### src/rtl/fft_r22sdf_bf_pair.sv
// fft_r22sdf_bf_pair: radix-2^2 SDF butterfly pair, BF2I feeding BF2II with trivial -j twiddle
module fft_r22sdf_bf_pair #(
  parameter int DW      = 24,
  parameter int FSR_LEN = 2
) (
  input  logic                 clk_i,
  input  logic                 rst_n_i,
  input  logic                 sel1_i,
  input  logic                 sel2_i,
  input  logic signed [DW-1:0] x_re_i,
  input  logic signed [DW-1:0] x_im_i,
  output logic signed [DW-1:0] z_re_o,
  output logic signed [DW-1:0] z_im_o
);
  localparam int L2 = FSR_LEN / 2;
  logic signed [DW-1:0] f1_re_q [FSR_LEN];
  logic signed [DW-1:0] f1_im_q [FSR_LEN];
  logic signed [DW-1:0] f2_re_q [L2];
  logic signed [DW-1:0] f2_im_q [L2];
  logic signed [DW-1:0] f1_re_d, f1_im_d, f2_re_d, f2_im_d;
  logic signed [DW-1:0] t1_re, t1_im, t2_re, t2_im, a_re, a_im, b_re, b_im;
  logic                 rot;
  always_comb begin
    t1_re   = f1_re_q[FSR_LEN-1];
    t1_im   = f1_im_q[FSR_LEN-1];
    t2_re   = f2_re_q[L2-1];
    t2_im   = f2_im_q[L2-1];
    a_re    = sel1_i ? t1_re + x_re_i : t1_re;
    a_im    = sel1_i ? t1_im + x_im_i : t1_im;
    f1_re_d = sel1_i ? t1_re - x_re_i : x_re_i;
    f1_im_d = sel1_i ? t1_im - x_im_i : x_im_i;
    rot     = sel2_i && !sel1_i;
    b_re    = rot ? a_im : a_re;
    b_im    = rot ? -a_re : a_im;
    z_re_o  = sel2_i ? t2_re + b_re : t2_re;
    z_im_o  = sel2_i ? t2_im + b_im : t2_im;
    f2_re_d = sel2_i ? t2_re - b_re : b_re;
    f2_im_d = sel2_i ? t2_im - b_im : b_im;
  end
  always_ff @(posedge clk_i or negedge rst_n_i)
    if (!rst_n_i) begin
      for (int i = 0; i < FSR_LEN; i++) begin
        f1_re_q[i] <= '0;
        f1_im_q[i] <= '0;
      end
      for (int i = 0; i < L2; i++) begin
        f2_re_q[i] <= '0;
        f2_im_q[i] <= '0;
      end
    end else begin
      f1_re_q[0] <= f1_re_d;
      f1_im_q[0] <= f1_im_d;
      for (int i = 1; i < FSR_LEN; i++) begin
        f1_re_q[i] <= f1_re_q[i-1];
        f1_im_q[i] <= f1_im_q[i-1];
      end
      f2_re_q[0] <= f2_re_d;
      f2_im_q[0] <= f2_im_d;
      for (int i = 1; i < L2; i++) begin
        f2_re_q[i] <= f2_re_q[i-1];
        f2_im_q[i] <= f2_im_q[i-1];
      end
    end
endmodule

### config.mk
export PLATFORM = sky130hd
export DESIGN_NAME = fft_r22sdf_bf_pair
export DESIGN_NICKNAME = d
export VERILOG_FILES = /design/src/rtl/fft_r22sdf_bf_pair.sv
export SDC_FILE = /design/constraint.sdc
export NUM_CORES = 1
export LEC_CHECK = 0
export CAP_MARGIN = 0
export CORE_AREA = 2 2 227 207
export DETAILED_ROUTE_END_ITERATION = 8
export DIE_AREA = 0 0 229 209
export PLACE_DENSITY = 0.54
export SLEW_MARGIN = 25
export SYNTH_ARGS = -nofsm -noshare
export SYNTH_HDL_FRONTEND = slang
export SYNTH_SLANG_ARGS = --single-unit
### constraint.sdc
create_clock -name clk_i -period 8.1 [get_ports clk_i]
set_clock_uncertainty 0.2 [all_clocks]
set_input_delay 0.81 -clock clk_i [delete_from_list [all_inputs] [get_ports clk_i]]
set_output_delay 0.81 -clock clk_i [all_outputs]
set_load 0.03 [all_outputs]
Yosys cells after proc, flatten, opt, wreduce, memory -nomap -nowiden. Cells that the tools add are included.

Register bits: 144. Input bits: 52. Output and inout port bits: 48. Logic and storage cells: 27.

$add $sub $neg: 9. Multiplexer cells: 10. Reductions and logical operators: 2.

Operators with widths (number): 24-bit 2-to-1 mux (10); 24-bit adder (4); 24-bit subtractor (4); 24-bit negation (1); 1-bit logical AND (1); 1-bit zero test (1).

Logic depth before layout (Yosys ltp).
Depth after elaboration: 6. Gate-level depth with buffers: 29. Gate-level depth less buffers: 27.

Worst setup path after synthesis. No wires, ideal clock.

Path kind: input port to output port. Start: input port x_re_i[0]. End: output port z_im_o[23]. Data arrival time: 5.960 ns. Slack: 1.130 ns. Cell stages on the path: 23. Buffers on the path: 0. Path through: ha_1 > fa_1 > nor2b_2 > o2111ai_1 > nor3b_1 > and2_1 > and4_1 > nand4_1 > nor3b_2 > and3_1 > and3_1 > xor2_1 > and2_1 > or2_1 > ha_1 > or3_1 > or3_1 > o21ai_0 > o31a_1 > and3_1 > o21ai_1 > and4bb_1 > xnor2_1.

Word-level cells in the longest chain between the ends: 6.

RTL lines: from (decl) (line 10) `input logic signed [DW-1:0] x_re_i,`; 24-bit adder (line 28) `a_re = sel1_i ? t1_re + x_re_i : t1_re;`; 24-bit 2-to-1 mux (line 28); 24-bit negation (line 34) `b_im = rot ? -a_re : a_im;`; 24-bit 2-to-1 mux (line 34); 24-bit adder (line 36) `z_im_o = sel2_i ? t2_im + b_im : t2_im;`; 24-bit 2-to-1 mux (line 36); to (decl) (line 13) `output logic signed [DW-1:0] z_im_o`.

No other way between the ends.

Worst setup path after layout. Ends and elaborated chain as after synthesis.

==> results.yml <==
clock_network:
  clockRootBuffer: "clkbuf_16"
  cts_sinks: 144
  clock_latency_ns: 0.48
  cts_tree: "built"
  cts-buffers-inserted: 17
  ctsHoldBuffers: 0
  clk_pin_slew_ns: 0.06
  cts_buffer_depth: 2
  cts-htree-levels: 4
grt:
  grt_pass1_wl_mm: 76.25
  grt_max_degree: 76
  grt-ovfl-total: 0
  grt_usage_pct: 20.27
  first_global_vias: 13470
  antenna_found_initial: 1
synth:
  synth_edf_count: 0
  synthXorXnorAreaFrac_pct: 9.233
  async_reset_ff_share_pct: 100.0
  synth-compound-area-share_pct: 22.56
  synth_area_leaders: "dfrtp_1 23%, ha_1 15%, xnor2_1 7.3%, a21oi_1 6.1%, nor2_1 4.9%"
  synth_nets: 2240
  synth_top_cell_by_area: "dfrtp_1"
  yosysSeqAreaShare_pct: 22.90
  netlist_area_mm2: 0.01573
  synth-main-ff-cell: "dfrtp_1"
  yosys.area_share.simple_pct: 17.83
  yosysWarnings: 0
  ys_ff_latch: 144
  muxShareOfSynthArea_pct: 4.637
  synth_top_area_share_pct: 22.90
  ys_types: 95
  synth_fa_ha_area_share_pct: 16.13
  synth_area_per_cell_um2: 7.906
  postSynthCellCount: 1990
  synth_top_family_by_area: "compound AO/OA/AOI/OAI gates"
finish:
  final_util_pct: 39.36
  layout-drive-gt1-share_pct: 7.860
  layout_commonest_cell: "nor2_1"
  area_growth_pct: 14.58
  finalNetCount: 2298
  final_cell_mix: "205 x nor2_1, 191 x a21oi_1, 187 x ha_1"
  nFillCells: 4744
setup_path:
  cp.buffers_inverters: 2
  cp-end-kind: "output pin"
  critical_path.max_fanout: 7
  crit_family: "simple AND/OR/NAND/NOR gates"
  worstPathRequired_ns: 7.09
  cp_slowest_cell: "clkdlybuf4s50_1"
  path_class: "input pin to output pin"
  cp_slowest_stage_delay_ns: 0.45
  crit_path_start_kind: "input pin"
  worstPathArrival_ns: 6.70
timing:
  fin_hold_ws_ns: 0.1305
  finalSetupViolations: 0
  max-slew-margin-rel_pct: 44.97
  worst_pin_slew_ns: 0.8254
  timing.fmax_mhz: 129.7
  grt_setup_unrepaired: "false"
  slew_violations: 0
  period_share_pct: 95.19
  min_period_ns: 7.710
  fin_tns_setup_ns: 0
  finalHoldViolCount: 0
route:
  dr.pass1.iters: 5
  vias: 14210
  drt_iter0_drc: 1132
  via_per_inst: 5.308
  postRouteAntennaNets: 0
  drc: 0
  routed_wl_mm: 47.75
  avgRoutedWirePerCell_um: 17.83
place:
  io_buffers: 99
  hpwl_mm: 37.81
  place.gp.congestion: 0.8769
die:
  fp.dieH_um: 209
  die_area_mm2: 0.04786
  start_util_pct: 34.36
  core_area_mm2: 0.04579
  io_pins: 100
  dieWidth_um: 229
  rows: 75
flow_run:
  maxCapViolations: 0
worst_hold_path:
  hp-class: "input pin to async pin"
status:
  status: "complete, no violations"
==> through the flow <==
stage	instance area, um2	worst slack (ns)	std cells
2_1_floorplan	15730	1.130	1990
3_3_place_gp	17360	0.2639	2642
3_5_place_dp	17360	0.1361	2642
4_1_cts	17950	0.1156	2674
5_1_grt	18030	0.005750	2678
6_report	18030	0.3896	2678
==> sequential cells by signal, indices dropped and copies added (netlist names) <==
signal   cells
t1_re       24
t1_im       24
f2_im_q     24
f2_re_q     24
f1_re_q     24
f1_im_q     24
==> path summary, 6_finish.rpt <==
check,start,endpoint,slack [ns],cells after the start
worst max-delay path,x_re_i[0],z_im_o[23],0.39,25
worst min-delay path,rst_n_i,f2_im_q[16]$_DFF_PN0_,0.13,1
worst max register to register,t1_re[0]$_DFF_PN0_,f2_im_q[23]$_DFF_PN0_,1.67,26
worst min register to register,f1_re_q[35]$_DFF_PN0_,t1_re[11]$_DFF_PN0_,0.14,0
max in group asynchronous,rst_n_i,f1_re_q[33]$_DFF_PN0_,6.37,2
min in group clk_i,f1_re_q[35]$_DFF_PN0_,t1_re[11]$_DFF_PN0_,0.14,0
==> kinds of logic (layout without fill, tap and decap cells) <==
kind of cell,after synthesis,in the layout
DFF,144,144
AOI/OAI and AO/OA,554,554
xor gates and xnor gates,165,165
muxes,68,68
other,0,1
and+or+nand+nor,587,587
buffers and inverters,274,345
adders and majority gates,198,198
==> per-layer routing <==
metal / track usage [%] / routed length [um] / vias up
met5: 0 / 0 / -
met4: 5.934 / 1020 / 0
met3: 3.398 / 2216 / 56
met2: 30.13 / 20300 / 385
met1: 29.90 / 24220 / 6754
li1: - / - / 7019
==> what timing repair did <==
| action | CTS | global route |
|---|---|---|
| setup buffers | 0 | 3 |
| endpoints found under the setup margin | 0 | 5 |
| gates resized for setup | 0 | 14 |
==> worst reg2reg max path, stage by stage, from the launching register on <==
cell	delay, ns
dfrtp_1	0.44
ha_1	0.24
fa_1	0.37
nor2b_2	0.19
o211ai_2	0.26
a31oi_4	0.21
xnor2_1	0.19
mux2i_2	0.27
nand3_1	0.17
nor2_1	0.20
nand2_1	0.12
xnor2_1	0.25
o21ai_0	0.14
ha_1	0.37
buf_4	0.18
nor3_1	0.28
nor3b_1	0.35
inv_1	0.09
a31oi_1	0.26
o31ai_1	0.18
o31ai_1	0.27
buf_4	0.19
mux2_2	0.15
nand4_1	0.18
or2_2	0.33
a21oi_1	0.18
a221oi_2	0.05
==> cell usage after synthesis (5+ instances only) <==
master and n:
nor2_1 206, a21oi_1 192, ha_1 190, inv_1 174
dfrtp_1 144, nand2_1 143, xnor2_1 132, o21ai_0 121
clkbuf_1 72, a21o_1 39, mux2_2 39, nor3_1 39
nand3_1 38, o21bai_1 34, xor2_1 32, mux2i_1 29
nand2b_1 24, or3_1 24, nor2b_1 23, o21a_1 20
and3_1 18, a211oi_1 16, a31oi_1 15, nand4_1 12
buf_1 11, nor4_1 11, o31ai_1 11, buf_2 10
o211ai_1 10, fa_1 8, a31o_2 6, nor3b_1 6
o21ai_1 6, o31a_1 6, a21boi_0 5, a221oi_1 5
and2_1 5, nand3b_1 5, or2_1 5
==> layout make-up <==
cell class	count	area, um2	share of cell area, %
well taps	616	770.7	4.276
clock inverters	12	132.6	0.7358
repair buffers	134	1266	7.024
flip-flops and latches	144	3603	19.99
inverters	179	674.4	3.741
clock buffers	20	456.7	2.533
diodes	1	2.502	0.01388
multi-input cells	1572	11120	61.69
Power is not shown: default switching activity piles up to over one toggle a cycle in this logic, so the estimate is an artifact.
